[config.mk]
export PLATFORM = sky130hd
export DESIGN_NAME = uncached_write_buffer_flat
export DESIGN_NICKNAME = d
export VERILOG_FILES = /design/src/rtl/uncached_write_buffer_if.sv /design/src/rtl/uncached_write_buffer.sv /design/src/flat_wrapper.sv
export SDC_FILE = /design/constraint.sdc
export NUM_CORES = 1
export LEC_CHECK = 0
export ABC_AREA = 1
export CAP_MARGIN = 20
export CORE_MARGIN = 2
export CORE_UTILIZATION = 45
export CTS_CLUSTER_SIZE = 28
export DETAILED_ROUTE_END_ITERATION = 8
export DONT_BUFFER_PORTS = 1
export GPL_ROUTABILITY_DRIVEN = 0
export PLACE_DENSITY = 0.63
export SETUP_SLACK_MARGIN = 0.3
export SLEW_MARGIN = 10
export SYNTH_ARGS = -nofsm -noshare
export SYNTH_HDL_FRONTEND = slang
export SYNTH_SLANG_ARGS = --single-unit
export TNS_END_PERCENT = 30
[constraint.sdc]
create_clock -name aclk -period 6.45 [get_ports aclk]
set_input_delay 1.29 -clock aclk [delete_from_list [all_inputs] [get_ports aclk]]
set_output_delay 1.29 -clock aclk [all_outputs]
set_load 0.01 [all_outputs]
[src/rtl/uncached_write_buffer_if.sv]
// SRAM-like request/response bus used on both sides of the uncached write
// buffer. The master issues requests and the slave returns responses.
//   req     : request valid (master -> slave)
//   wr      : 1 = write, 0 = read
//   size    : access size, carried through unchanged
//   addr    : physical address
//   wdata   : write data
//   rdata   : read data, qualified by data_ok on a read completion
//   addr_ok : request accepted this cycle (req & addr_ok)
//   data_ok : one completion pulse per accepted request
interface uncached_write_buffer_if;
  logic        req;
  logic        wr;
  logic [1:0]  size;
  logic [31:0] addr;
  logic [31:0] wdata;
  logic [31:0] rdata;
  logic        addr_ok;
  logic        data_ok;

  modport master (
    output req, wr, size, addr, wdata,
    input  rdata, addr_ok, data_ok
  );

  modport slave (
    input  req, wr, size, addr, wdata,
    output rdata, addr_ok, data_ok
  );
endinterface

[src/rtl/uncached_write_buffer.sv]
// Uncached write buffer between the CPU uncached data port and the
// SRAM-like-to-AXI converter. Uncached stores are posted into a small FIFO
// and acknowledged one cycle after acceptance, so the CPU never waits on the
// AXI write. Uncached reads are held off until every posted write has been
// issued and completed downstream, which keeps strict program order.
//
// Ports:
//   aclk     : sole clock, rising edge
//   aresetn  : asynchronous active-low reset
//   s        : upstream bus (this block is the slave), CPU side
//   m        : downstream bus (this block is the master), converter side
//
// Parameter:
//   DEPTH    : write FIFO entries, power of two in 2..16
module uncached_write_buffer #(
  parameter int DEPTH = 4
) (
  input  logic                    aclk,
  input  logic                    aresetn,
  uncached_write_buffer_if.slave  s,
  uncached_write_buffer_if.master m
);

  localparam int PW = $clog2(DEPTH);  // pointer width
  localparam int CW = PW + 1;         // entry count width
  localparam int OW = PW + 2;         // outstanding write counter width
  localparam logic [CW-1:0] FULL_CNT = CW'(DEPTH);

  typedef enum logic [1:0] {
    IDLE    = 2'd0,
    RD_REQ  = 2'd1,
    RD_WAIT = 2'd2
  } state_e;

  // Control state
  state_e          state_q, state_d;
  logic [CW-1:0]   count_q, count_d;
  logic [PW-1:0]   wptr_q, wptr_d;
  logic [PW-1:0]   rptr_q, rptr_d;
  logic [OW-1:0]   wr_out_q, wr_out_d;
  logic            wr_ack_q, wr_ack_d;
  logic [31:0]     rd_addr_q, rd_addr_d;
  logic [1:0]      rd_size_q, rd_size_d;

  // FIFO storage; contents are qualified by count_q, so no reset needed
  logic [31:0]     addr_mem  [DEPTH];
  logic [1:0]      size_mem  [DEPTH];
  logic [31:0]     wdata_mem [DEPTH];

  logic            in_idle;
  logic            fifo_full;
  logic            fifo_empty;
  logic            wr_ok;
  logic            rd_ok;
  logic            push;
  logic            rd_accept;
  logic            drain;
  logic            pop;
  logic            rd_done;
  logic            wr_resp;

  always_comb begin
    in_idle    = (state_q == IDLE);
    fifo_full  = (count_q == FULL_CNT);
    fifo_empty = (count_q == '0);

    // Writes are refused while a read is in progress so they cannot
    // overtake it; a full FIFO blocks a push even if a pop happens now.
    wr_ok      = in_idle && !fifo_full;
    // A read waits until every earlier write is issued (FIFO empty),
    // completed downstream (wr_out zero) and acknowledged upstream
    // (wr_ack zero), so the read completion is strictly ordered.
    rd_ok      = in_idle && fifo_empty && (wr_out_q == '0) && !wr_ack_q;

    push       = s.req && s.wr && wr_ok;
    rd_accept  = s.req && !s.wr && rd_ok;

    drain      = in_idle && !fifo_empty;
    pop        = drain && m.addr_ok;

    // Only one read can be in flight and it issues with no writes
    // outstanding, so any data_ok outside RD_WAIT belongs to a write.
    rd_done    = (state_q == RD_WAIT) && m.data_ok;
    wr_resp    = m.data_ok && (state_q != RD_WAIT);
  end

  // Upstream responses
  assign s.addr_ok = s.wr ? wr_ok : rd_ok;
  assign s.data_ok = wr_ack_q || rd_done;
  assign s.rdata   = rd_done ? m.rdata : 32'h0;

  // Downstream request mux: FIFO head while draining, latched read in RD_REQ
  always_comb begin
    m.req   = 1'b0;
    m.wr    = 1'b0;
    m.size  = 2'b00;
    m.addr  = 32'h0;
    m.wdata = 32'h0;
    if (drain) begin
      m.req   = 1'b1;
      m.wr    = 1'b1;
      m.size  = size_mem[rptr_q];
      m.addr  = addr_mem[rptr_q];
      m.wdata = wdata_mem[rptr_q];
    end else if (state_q == RD_REQ) begin
      m.req   = 1'b1;
      m.size  = rd_size_q;
      m.addr  = rd_addr_q;
    end
  end

  // Next-state logic
  always_comb begin
    count_d   = count_q;
    wptr_d    = wptr_q;
    rptr_d    = rptr_q;
    wr_out_d  = wr_out_q;
    wr_ack_d  = push;
    state_d   = state_q;
    rd_addr_d = rd_addr_q;
    rd_size_d = rd_size_q;

    // Pointers wrap naturally because DEPTH is a power of two
    if (push) begin
      wptr_d = wptr_q + PW'(1);
    end
    if (pop) begin
      rptr_d = rptr_q + PW'(1);
    end

    unique case ({push, pop})
      2'b10:   count_d = count_q + CW'(1);
      2'b01:   count_d = count_q - CW'(1);
      default: count_d = count_q;
    endcase

    unique case ({pop, wr_resp})
      2'b10:   wr_out_d = wr_out_q + OW'(1);
      2'b01:   wr_out_d = wr_out_q - OW'(1);
      default: wr_out_d = wr_out_q;
    endcase

    unique case (state_q)
      IDLE: begin
        if (rd_accept) begin
          rd_addr_d = s.addr;
          rd_size_d = s.size;
          state_d   = RD_REQ;
        end
      end
      RD_REQ: begin
        if (m.addr_ok) begin
          state_d = RD_WAIT;
        end
      end
      RD_WAIT: begin
        if (m.data_ok) begin
          state_d = IDLE;
        end
      end
      default: state_d = IDLE;
    endcase
  end

  // Control registers
  always_ff @(posedge aclk or negedge aresetn) begin
    if (!aresetn) begin
      state_q   <= IDLE;
      count_q   <= '0;
      wptr_q    <= '0;
      rptr_q    <= '0;
      wr_out_q  <= '0;
      wr_ack_q  <= 1'b0;
      rd_addr_q <= '0;
      rd_size_q <= '0;
    end else begin
      state_q   <= state_d;
      count_q   <= count_d;
      wptr_q    <= wptr_d;
      rptr_q    <= rptr_d;
      wr_out_q  <= wr_out_d;
      wr_ack_q  <= wr_ack_d;
      rd_addr_q <= rd_addr_d;
      rd_size_q <= rd_size_d;
    end
  end

  // FIFO storage write port
  always_ff @(posedge aclk) begin
    if (push) begin
      addr_mem[wptr_q]  <= s.addr;
      size_mem[wptr_q]  <= s.size;
      wdata_mem[wptr_q] <= s.wdata;
    end
  end

endmodule

[src/flat_wrapper.sv]
// flat-port wrapper written by rule: the top's interface ports become plain ports
module uncached_write_buffer_flat 
#(
  parameter int DEPTH = 4
)
  (aclk, aresetn, s_req, s_wr, s_size, s_addr, s_wdata, s_rdata, s_addr_ok, s_data_ok, m_req, m_wr, m_size, m_addr, m_wdata, m_rdata, m_addr_ok, m_data_ok);
  uncached_write_buffer_if s_i ();
  uncached_write_buffer_if m_i ();
  input  logic aclk;
  input  logic aresetn;
  input wire logic [$bits(s_i.req)-1:0] s_req;
  input wire logic [$bits(s_i.wr)-1:0] s_wr;
  input wire logic [$bits(s_i.size)-1:0] s_size;
  input wire logic [$bits(s_i.addr)-1:0] s_addr;
  input wire logic [$bits(s_i.wdata)-1:0] s_wdata;
  output wire logic [$bits(s_i.rdata)-1:0] s_rdata;
  output wire logic [$bits(s_i.addr_ok)-1:0] s_addr_ok;
  output wire logic [$bits(s_i.data_ok)-1:0] s_data_ok;
  output wire logic [$bits(m_i.req)-1:0] m_req;
  output wire logic [$bits(m_i.wr)-1:0] m_wr;
  output wire logic [$bits(m_i.size)-1:0] m_size;
  output wire logic [$bits(m_i.addr)-1:0] m_addr;
  output wire logic [$bits(m_i.wdata)-1:0] m_wdata;
  input wire logic [$bits(m_i.rdata)-1:0] m_rdata;
  input wire logic [$bits(m_i.addr_ok)-1:0] m_addr_ok;
  input wire logic [$bits(m_i.data_ok)-1:0] m_data_ok;
  assign s_i.req = s_req;
  assign s_i.wr = s_wr;
  assign s_i.size = s_size;
  assign s_i.addr = s_addr;
  assign s_i.wdata = s_wdata;
  assign s_rdata = s_i.rdata;
  assign s_addr_ok = s_i.addr_ok;
  assign s_data_ok = s_i.data_ok;
  assign m_req = m_i.req;
  assign m_wr = m_i.wr;
  assign m_size = m_i.size;
  assign m_addr = m_i.addr;
  assign m_wdata = m_i.wdata;
  assign m_i.rdata = m_rdata;
  assign m_i.addr_ok = m_addr_ok;
  assign m_i.data_ok = m_data_ok;
  uncached_write_buffer #(.DEPTH(DEPTH)) u_core (.aclk(aclk), .aresetn(aresetn), .s(s_i), .m(m_i));
endmodule
======== Word-level counts from Yosys, hierarchy flattened ========
Memory sizes are Yosys's and may differ from the RTL's.
Index checks and enable logic that the tools add are counted.
Widths: inputs -> output; s select.
cells by class
  shift operators ......................... 0
  multipliers ............................. 0
  eq/ne operators ......................... 11
  multiplexer cells ....................... 18
  bitwise logic cells ..................... 0
  $lt $le $gt $ge ......................... 0
  reductions and logical operators ........ 24
  add/subtract/negate cells ............... 6
  divide/modulo/power cells ............... 0
operators with widths
  operator             count
  $mux 32              4
  $logic_and 1x1->1    12
  $mux 2               5
  $ne 2x2->1 const B   4
  $pmux 4 s2           1
  $eq 2x1->1 const B   3
  $eq 2x2->1 const B   3
  $mux 1               6
  $pmux 2 s3           1
  $pmux 3 s2           1
  $add 2x1->2 const B  2
  $add 4x1->4 const B  1
  $logic_not 1->1      4
  $logic_not 4->1      1
  $reduce_bool 2->1    2
  $sub 4x1->4 const B  1
  $add 3x1->3 const B  1
  $eq 3x3->1 const B   1
  $logic_not 3->1      1
  $reduce_and 3->1     1
  $sub 3x1->3 const B  1
  $logic_not 2->1      1
  $reduce_and 2->1     1
  $logic_or 1x1->1     1
storage, ports and cells
  memory bits (read-only) ................. 0
  register bits ........................... 48
  input bits .............................. 104
  output and inout bits ................... 102
  bits in latches ......................... 0
  memories kept ........................... 3
  RAM bits ................................ 264
memories
  memory            depth  width  read ports  clocked after Yosys merged registers in  write ports  RTL line                     RTL
  u_core.addr_mem   4      32     1           0                                        1            uncached_write_buffer.sv:46  logic [31:0] addr_mem [DEPTH];
  u_core.wdata_mem  4      32     1           0                                        1            uncached_write_buffer.sv:48  logic [31:0] wdata_mem [DEPTH];
  u_core.size_mem   4      2      1           0                                        1            uncached_write_buffer.sv:47  logic [1:0] size_mem [DEPTH];

======== Logic depth before layout (Yosys ltp) ========
Gate-level depths: netlist of run 1.
  depth after elaboration ................. 7
  depth in mapped cells ................... 14
  gate-level depth less buffers ........... 14

======== Worst setup path after synthesis of run 1 ========
Ideal clock, no wire load.
  path type ............................... input -> register
  start ................................... input s_req
  end ..................................... memory u_core.addr_mem[0][0] (enable)
  arrival ................................. 4.351 ns
  stages on the path ...................... 2
  path slack .............................. 1.608 ns
  required time ........................... 5.959 ns
  setup time .............................. 0.491 ns
  cell sequence ........................... nand4_1 -> nor2_1
on the way
  word-level cells in the longest chain between the ends .. 4
ends and longest elaborated chain
  item                            RTL line                      RTL
  start, declared                 flat_wrapper.sv:11            input wire logic [$bits(s_i.req)-1:0] s_req;
  $logic_and 1x1->1 (2 in a row)  uncached_write_buffer.sv:75   push = s.req && s.wr && wr_ok;
  $mux 1                          uncached_write_buffer.sv:190  if (push) begin
  $mux 1 (implied by the code)    uncached_write_buffer.sv:191  addr_mem[wptr_q] <= s.addr;
  end, declared                   uncached_write_buffer.sv:46
No other way between the ends.

======== Final worst setup path of run 1 ========
  start ................................... register u_core.rptr_q[0]
  end ..................................... output m_wdata[11]
on the way
  word-level cells in the longest chain between the ends .. 2
ends and longest elaborated chain
  item                    RTL line                      RTL
  start, declared         uncached_write_buffer.sv:39   logic [PW-1:0] rptr_q, rptr_d;
  start signal, assigned  uncached_write_buffer.sv:180  rptr_q <= rptr_d;
  $mem_v2 4x32            n/a
  $mux 32                 uncached_write_buffer.sv:99   if (drain) begin
  end, declared           flat_wrapper.sv:23            output wire logic [$bits(m_i.wdata)-1:0] m_wdata;
No other way between the ends.

==> results of run 1 <==
## through the flow
step                hold WS (ps)  std cells  utilization  total power [mW]  instance area [um^2]
detailed placement         467.8       1490       0.4725             4.659                 13200
floorplan                  446.5       1165            -             4.141                 12860
global route               395.7       1551       0.5102             6.745                 14250
global placement           464.1       1490       0.4725             4.627                 13200
CTS                        402.4       1548       0.5079             6.391                 14190
finish                     427.3       1551       0.5102             6.318                 14250
## area by class of cell
type,count,area (um^2)
clock buffer,43,870.8
clock inverter,15,118.9
fill,2436,13680
inverter,92,347.8
multi-input combinational,699,3152
sequential,312,9134
tap,378,473.0
timing repair buffer,12,155.1
## worst min path at each step
stage,endpoint,depth (start not counted),slack [ps]
global placement,u_core.rd_addr_q[3],2,460
finish,u_core.rd_addr_q[8],0,430
global route,u_core.rd_addr_q[8],0,400
CTS,u_core.rd_addr_q[8],0,400
detailed placement,u_core.count_q[0],1,470
floorplan,u_core.count_q[0],1,450
## flip-flops by register name, summed over array words and instances (netlist names)
signal	flops
u_core.addr_mem	128
u_core.wdata_mem	128
u_core.rd_addr_q	32
u_core.size_mem	8
u_core.wr_out_q	4
u_core.count_q	3
u_core.rd_size_q	2
u_core.rptr_q	2
u_core.state_q	2
u_core.wptr_q	2
u_core.wr_ack_q	1
## layer usage
metal  vias up  track usage  share of wire  routed length [um]
met5         -            0              0                   0
met4         0      0.04732          0.018                 505
met3        32      0.05233          0.078                2192
met2       253       0.3248           0.50               13970
met1      3890       0.2248           0.41               11350
li1       3879            -              -                   -
## worst register-to-register path: stages, from the launching register on
cell and delay, ps:
dfrtp_1 460, nor2_4 160, nand2_1 70, buf_4 270
nor2_1 390, inv_1 130, ha_1 260, nand2_1 90
inv_1 40, nor2_1 160, ha_1 180, a21oi_1 50
or2_2 300, a31oi_1 130
## cells in the mapped netlist (all sizes together)
cell type  number  area share
nor3            1     0.00039
fa              1      0.0016
nand3         112       0.044
edfxtp        264        0.62
nor2          171       0.051
ha              8      0.0078
inv            92       0.027
buf            32       0.013
a21oi          35       0.014
dfrtp          48       0.093
or2             1     0.00049
a31oi           1     0.00049
nand2         256       0.075
xnor2           2      0.0014
o21ai         103       0.041
nand4           4      0.0024
clkbuf         30      0.0088
xor2            4      0.0027
## where the power goes
group | leakage (nW) | total, mW | switching [mW] | internal [mW]
Clock | 0.487 | 1.73 | 0.711 | 1.01
Combinational | 1.97 | 1.92 | 1.40 | 0.523
Sequential | 3.03 | 2.67 | 0.176 | 2.49
## cells by family after synthesis
| group | after synthesis | synth area share |
|---|---|---|
| fa+ha+maj | 9 | 0.009337 |
| flops | 312 | 0.7096 |
| simple gates | 545 | 0.1728 |
| compound gates | 139 | 0.05534 |
| buf+inv | 154 | 0.04882 |
| xor+xnor | 6 | 0.004085 |
==> flow_metrics.py, run 1 <==
metrics = {
    "clock_network": {
        "cts_num_sinks": 312,
        "clk_latency_ps": 550,
        "cts_tree": "yes",
        "post_cts_buffers": 0,
        "post_cts_resized": 0,
        "cts_buffer_depth": 3,
        "clkTransAtPathRegs_ps": 60,
        "htree_levels": 1,
        "cts_buffers": 31,
        "hold_buffers": 0,
        "cts-root-buf": "clkbuf_16",
    },
    "critical_path": {
        "worst-path-stages": 4,
        "max_stage_delay_ps": 790,
        "worst-setup-path-type": "reg -> out",
        "path_delay_family": "buffers and inverters",
        "startpoint_type": "flip-flop",
        "worst-r2r-setup-slack_ps": 3690,
        "r2r-end": "u_core.wr_out_q[2]",
        "rr_startpoint": "u_core.state_q[1]",
        "crit_arrival_ps": 3180,
        "worstPathRequired_ps": 5160,
        "startpoint": "u_core.rptr_q[0]",
        "critPathCaptureType": "primary output",
        "rr_worst_depth": 13,
        "crit_path_end": "m_wdata[11]",
        "path_cells": "inv_4 > buf_4 > o21ai_0 > a21oi_1",
        "crit_buf_inv": 2,
        "cp_slowest_cell": "inv_4",
        "cp_max_fo": 91,
    },
    "min_path": {
        "hp-class": "in -> async",
    },
    "place": {
        "dp_worst_setup_slack_ps": 2523,
        "io_buffers": 0,
        "dp_hpwl_um": 15660,
    },
    "cells_and_area": {
        "final_common_cell": "edfxtp_1",
        "drive_above_1_share": 0.06309,
        "nets": 1261,
        "area_delta_synth_final_pct": 10.78,
        "antennaDiodeCount": 0,
        "final_cell_mix": "edfxtp_1, nand2_1, nor2_1",
    },
    "timing": {
        "worst_pin_slew_ps": 1025,
        "skew_ps": 9.678,
        "fin_ws_ps": 1977,
        "tns_ps": 0,
        "relSlewSlack": 0.3166,
        "hold_viol_final": 0,
        "rsz0062_at_grt": "false",
        "setup_violations": 0,
        "fmax_ghz": 0.2236,
        "finalCritPeriodShare": 0.6934,
        "period_needed_ps": 4473,
        "timing.final.max_slew_violations": 0,
    },
    "grt": {
        "grt_max_degree": 92,
        "grt_overflow_total": 0,
        "grt_use_total": 0.1850,
        "antenna_found_initial": 0,
        "grt_pass1_wl_um": 43950,
        "grt_pass1_vias": 7935,
    },
    "run_status": {
        "outcome": "finished clean",
    },
    "synthesis": {
        "ys_seq_elements": 312,
        "synth.avg_cell_area_um2": 11.04,
        "yosysWarnings": 0,
        "ys_types": 27,
        "synth_area_um2": 12860,
        "syn_inst": 1165,
        "ys_seq_area_frac": 0.7096,
        "syn_nets": 1278,
    },
    "drt": {
        "drt_wl_total_um": 28020,
        "first_pass_iters": 5,
        "vias": 8054,
        "wl_per_cell_um": 18.07,
        "avgViaCountPerCell": 5.193,
        "drt_iter0_markers": 542,
        "drcViolationCount": 0,
        "ant_nets": 0,
    },
    "power_and_ir_drop": {
        "vdd_ir_drop_max_v": 0.0002281,
        "leakage_nw": 5.485,
        "power_density_nw_per_um2": 443.3,
    },
    "die": {
        "die_area_um2": 29960,
        "core_um2": 27930,
        "die_w_um": 173.1,
        "core.rowCount": 61,
        "die_h_um": 173.1,
        "start_util": 0.4605,
        "num_io_pins": 206,
    },
    "run": {
        "maxCapViolCount": 0,
    },
}
(Power assumes the default switching activity.)
==> run 2, diff against run 1 <==
--- a/config.mk
+++ b/config.mk
@@ -13,7 +13,7 @@
 export DETAILED_ROUTE_END_ITERATION = 8
 export DONT_BUFFER_PORTS = 1
 export GPL_ROUTABILITY_DRIVEN = 0
-export PLACE_DENSITY = 0.63
+export PLACE_DENSITY = 0.65
 export SETUP_SLACK_MARGIN = 0.3
 export SLEW_MARGIN = 10
 export SYNTH_ARGS = -nofsm -noshare
==> constraint.sdc (replaced) <==
create_clock -name aclk -period 3.99 [get_ports aclk]
set_input_delay 0.798 -clock aclk [delete_from_list [all_inputs] [get_ports aclk]]
set_output_delay 0.798 -clock aclk [all_outputs]
set_load 0.01 [all_outputs]
==> flow_metrics.py, run 2 (synthesized netlist as in run 1, its figures left out) <==
metrics = {
    "clock_network": {
        "cts-root-buf": "clkbuf_16",
        "htree_levels": 2,
        "post_cts_resized": 0,
        "clkTransAtPathRegs_ps": 60,
        "cts_buffers": 34,
        "cts_tree": "yes",
        "cts_buffer_depth": 3,
        "clk_latency_ps": 510,
        "cts_num_sinks": 312,
    },
    "timing": {
        "skew_ps": 24.06,
        "worst_pin_slew_ps": 1016,
        "finalCritPeriodShare": 0.8100,
        "relSlewSlack": 0.3212,
        "timing.final.max_slew_violations": 0,
        "fmax_ghz": 0.3094,
        "rsz0062_at_grt": "false",
        "setup_violations": 0,
        "hold_viol_final": 0,
        "fin_ws_ps": 757.9,
        "period_needed_ps": 3232,
        "whs_ps": 161.6,
    },
    "power_and_ir_drop": {
        "vdd_ir_drop_max_v": 0.0004089,
        "leakage_nw": 5.559,
        "power_density_nw_per_um2": 733.4,
    },
    "grt": {
        "grt_pass1_wl_um": 44770,
        "grt_pass1_vias": 7966,
        "grt_util_met3": 0.05563,
        "grtUsageMet1": 0.2285,
        "grt_use_total": 0.1901,
        "met2_usage": 0.3270,
        "grt_max_degree": 135,
        "grt_overflow_total": 0,
        "antenna_found_initial": 0,
        "top_usage_layer": "met2",
    },
    "critical_path": {
        "crit_path_end": "m_addr[9]",
        "worstPathRequired_ps": 3190,
        "startpoint": "u_core.rptr_q[0]",
        "rr_worst_depth": 12,
        "r2r-end": "u_core.wr_out_q[2]",
        "critPathCaptureType": "primary output",
        "rr_startpoint": "u_core.state_q[1]",
        "crit_arrival_ps": 2430,
        "cp_max_fo": 68,
        "worst-setup-path-type": "reg -> out",
        "startpoint_type": "flip-flop",
        "worst-r2r-setup-slack_ps": 1500,
    },
    "min_path": {
        "hp-class": "in -> async",
    },
    "drt": {
        "ant_nets": 0,
        "first_pass_iters": 5,
        "drt_wl_total_um": 28840,
        "drcViolationCount": 0,
        "vias": 8102,
        "drt_iter0_markers": 744,
        "wl_per_cell_um": 18.50,
        "avgViaCountPerCell": 5.197,
    },
    "cells_and_area": {
        "top_regs": "u_core.addr_mem x128, u_core.wdata_mem x128, u_core.rd_addr_q x32",
        "drive_above_1_share": 0.07282,
        "area_delta_synth_final_pct": 11.95,
        "instances_no_fill": 1559,
        "fill_cells": 2382,
        "antennaDiodeCount": 0,
        "nets": 1268,
        "final_cell_mix": "edfxtp_1, nand2_1, nor2_1",
        "final_common_cell": "edfxtp_1",
    },
    "die": {
        "core_um2": 27930,
        "num_io_pins": 206,
        "start_util": 0.4605,
        "die_area_um2": 29960,
        "die_h_um": 173.1,
        "die_w_um": 173.1,
        "core.rowCount": 61,
    },
    "run_status": {
        "outcome": "finished clean",
    },
    "place": {
        "dp_hpwl_um": 16790,
        "io_buffers": 0,
        "dp_worst_setup_slack_ps": 1266,
        "place_inst": 1495,
    },
    "run": {
        "maxCapViolCount": 0,
    },
}
run 2: how the worst min path moves through the flow:
stage | to | slack [ps] | cells after the start | start
3_3_place_gp | u_core.count_q[0] | 460 | 1 | u_core.count_q[0]
2_1_floorplan | u_core.count_q[0] | 450 | 1 | u_core.count_q[0]
3_5_place_dp | u_core.rd_addr_q[1] | 470 | 2 | u_core.rd_addr_q[1]
4_1_cts | u_core.rd_addr_q[29] | 150 | 1 | aresetn
6_report | u_core.rd_addr_q[29] | 160 | 1 | aresetn
5_1_grt | u_core.rd_addr_q[29] | 170 | 1 | aresetn
run 2: layer usage:
layer  vias to the layer above  wire (um)  part of all wire
met3                        52       2349             0.081
li1                       3896          -                 -
met2                       297      14260              0.49
met5                         -          0                 0
met1                      3857      11440              0.40
met4                         0        790             0.027
run 2: what timing repair did:
| action | CTS | global route |
|---|---|---|
| hold buffers | 1 | 0 |
| endpoints found under the setup margin | 0 | 0 |
| setup buffers | 0 | 0 |
| endpoints found under the hold margin | 48 | 0 |
run 2: worst max-delay path, stage by stage, from the launching register on:
cell     delay (ps)
dfrtp_4         500
inv_4           530
buf_4           410
nand2_1          90
nand3_1          70
nand3_1         130
nand2_1         180
run 2: where the power goes:
part           switching [mW]  internal [mW]
registers               0.172           4.03
clock network            1.24           1.84
logic                    2.41          0.867
run 2: area by class of cell:
| type | count | area, um^2 | share of cell area |
|---|---|---|---|
| Multi-Input combinational cell | 699 | 3152 | 0.2188 |
| Sequential cell | 312 | 9134 | 0.6342 |
| Clock inverter | 16 | 180.2 | 0.01251 |
| Timing Repair Buffer | 16 | 190.2 | 0.01320 |
| Tap cell | 378 | 473.0 | 0.03284 |
| Clock buffer | 46 | 925.9 | 0.06429 |
| Inverter | 92 | 347.8 | 0.02415 |
run 2: through the flow:
stage          setup TNS (ps)    util  total power, mW  instance area (um^2)
6_report                    0  0.5156            10.56                 14400
4_1_cts                     0  0.5149            10.67                 14380
3_3_place_gp                0  0.4743            7.509                 13250
2_1_floorplan          -94990       -            6.694                 12860
3_5_place_dp                0  0.4743            7.575                 13250
5_1_grt                     0  0.5156            11.19                 14400
==> run 3, diff against run 2 <==
--- a/config.mk
+++ b/config.mk
@@ -13,7 +13,7 @@
 export DETAILED_ROUTE_END_ITERATION = 8
 export DONT_BUFFER_PORTS = 1
 export GPL_ROUTABILITY_DRIVEN = 0
-export PLACE_DENSITY = 0.65
+export PLACE_DENSITY = 0.63
 export SETUP_SLACK_MARGIN = 0.3
 export SLEW_MARGIN = 10
 export SYNTH_ARGS = -nofsm -noshare
==> constraint.sdc (replaced) <==
create_clock -name aclk -period 3.28 [get_ports aclk]
set_input_delay 0.656 -clock aclk [delete_from_list [all_inputs] [get_ports aclk]]
set_output_delay 0.656 -clock aclk [all_outputs]
set_load 0.01 [all_outputs]
==> flow_metrics.py, run 3 (synthesized netlist as in run 1, its figures left out) <==
metrics = {
    "grt": {
        "grt_max_degree": 77,
        "grt_use_total": 0.1914,
        "grt_pass1_wl_um": 45080,
        "grt_overflow_total": 0,
        "antenna_found_initial": 0,
        "grt_pass1_vias": 7925,
    },
    "timing": {
        "timing.final.max_slew_violations": 0,
        "worst_pin_slew_ps": 728.1,
        "period_needed_ps": 2868,
        "finalCritPeriodShare": 0.8744,
        "hold_viol_final": 0,
        "tns_ps": 0,
        "rsz0062_at_grt": "true",
        "relSlewSlack": 0.5146,
        "skew_ps": 13.45,
        "setup_violations": 0,
        "fmax_ghz": 0.3487,
    },
    "drt": {
        "ant_nets": 0,
        "drt_wl_total_um": 28810,
        "drcViolationCount": 0,
        "avgViaCountPerCell": 5.158,
        "wl_per_cell_um": 18.40,
        "first_pass_iters": 5,
        "drt_iter0_markers": 589,
        "vias": 8077,
    },
    "cells_and_area": {
        "area_delta_synth_final_pct": 12.30,
        "design_area_um2": 14450,
        "top_regs": "u_core.addr_mem x128, u_core.wdata_mem x128, u_core.rd_addr_q x32",
        "fill_cells": 2439,
        "final_common_cell": "edfxtp_1",
        "final_cell_mix": "edfxtp_1, nand2_1, nor2_1",
        "antennaDiodeCount": 0,
        "utilization": 0.5172,
        "drive_above_1_share": 0.07912,
        "nets": 1276,
    },
    "clock_network": {
        "cts_buffers": 34,
        "cts_buffer_depth": 3,
        "cts_tree": "yes",
        "clk_latency_ps": 500,
        "clkTransAtPathRegs_ps": 60,
        "cts-root-buf": "clkbuf_16",
        "cts_num_sinks": 312,
        "post_cts_buffers": 0,
        "htree_levels": 2,
    },
    "die": {
        "start_util": 0.4605,
        "die_w_um": 173.1,
        "num_io_pins": 206,
        "die_h_um": 173.1,
        "die_area_um2": 29960,
        "core_um2": 27930,
        "core.rowCount": 61,
    },
    "critical_path": {
        "cp_common_cell": "nand2_1",
        "max_stage_delay_ps": 470,
        "cp_max_fo": 26,
        "critPathCaptureType": "primary output",
        "worst-setup-path-type": "reg -> out",
        "worstPathRequired_ps": 2620,
        "crit_arrival_ps": 2210,
        "startpoint_type": "flip-flop",
        "path_cells": "nor2_4 > nand2_1 > inv_2 > buf_4 > nand3_1 > nand2_1",
        "cp_slowest_cell": "inv_2",
    },
    "power_and_ir_drop": {
        "leakage_nw": 5.595,
        "power_density_nw_per_um2": 885.8,
        "seqPwrFrac": 0.404,
        "combPwrFrac": 0.312,
        "power_switching_mw": 4.589,
        "sw_frac_of_total": 0.3586,
        "power.internal_mw": 8.208,
        "vdd_ir_drop_max_v": 0.0005857,
        "clkPwrFrac": 0.285,
    },
    "place": {
        "io_buffers": 0,
        "dp_hpwl_um": 16410,
        "dpl_cell_area_um2": 13340,
    },
    "min_path": {
        "hp-class": "in -> async",
    },
    "run_status": {
        "outcome": "finished clean",
    },
    "run": {
        "maxCapViolCount": 0,
    },
}
## run 3: cell types whose count changed in the layout (fill, tap and decap cells not counted), sizes merged
cell | previous run | this run
clkinv | 8 | 12
clkbuf | 46 | 45
clkinvlp | 2 | 1
buf | 16 | 24
bufinv | 3 | 2
inv | 95 | 93
## run 3: path summary, 6_finish.rpt
| check | startpoint | end | slack, ps | cells past startpoint |
|---|---|---|---|---|
| min reg2reg | u_core.count_q[1] | u_core.count_q[1] | 480 | 2 |
| max in group asynchronous | aresetn | u_core.rptr_q[1] | 2970 | 1 |
| min | aresetn | u_core.rd_addr_q[30] | 40 | 1 |
| max reg2reg | u_core.state_q[1] | u_core.wr_out_q[2] | 820 | 12 |
| max | u_core.state_q[1] | m_addr[23] | 410 | 6 |
| min in group aclk | s_addr[15] | u_core.addr_mem[2][15] | 250 | 0 |
## run 3: worst max-delay path, delay by kind of cell (launching register included)
family,cells,cell delay (ps)
flops,1,460
buf+inv,2,740
simple gates,4,500
## run 3: what timing repair did
item	in CTS	in global routing
setup endpoints to repair	0	17
gates resized for setup	0	1
hold endpoints to repair	48	0
hold buffers	1	0
## run 3: metal layers
layer / global-route usage / wire length [um] / vias up
li1: - / - / 3912
met1: 0.2457 / 11940 / 3861
met2: 0.3223 / 14300 / 261
met3: 0.04903 / 1997 / 43
met4: 0.05508 / 580 / 0
met5: 0 / 0 / -
## run 3: power by group through the flow
stage / Sequential, mW / Combinational, mW / Clock [mW]
after floorplan: 5.14 / 2.99 / 0
after global placement: 5.22 / 4.01 / 0
after detailed placement: 5.24 / 4.06 / 0
after CTS: 5.16 / 4.10 / 3.73
after global routing: 5.22 / 4.53 / 3.88
final: 5.16 / 3.99 / 3.64
## run 3: stage by stage
step	hold slack, ps	cells	power [mW]	setup slack, ps
global route	41.59	1566	13.63	270.1
global placement	361.5	1504	9.228	937.6
detailed placement	361.4	1504	9.303	812.0
floorplan	360.4	1165	8.133	101.1
finish	41.18	1566	12.80	412.0
CTS	20.24	1566	12.98	342.1
## run 3: final cells by class
type / count / area, um^2 / area share
well taps: 378 / 473.0 / 0.03274
repair buffers: 24 / 262.8 / 0.01819
clock buffers: 45 / 943.4 / 0.06530
clock inverters: 16 / 132.6 / 0.009180
multi-input cells: 699 / 3152 / 0.2182
inverters: 92 / 347.8 / 0.02408
flip-flops and latches: 312 / 9136 / 0.6324
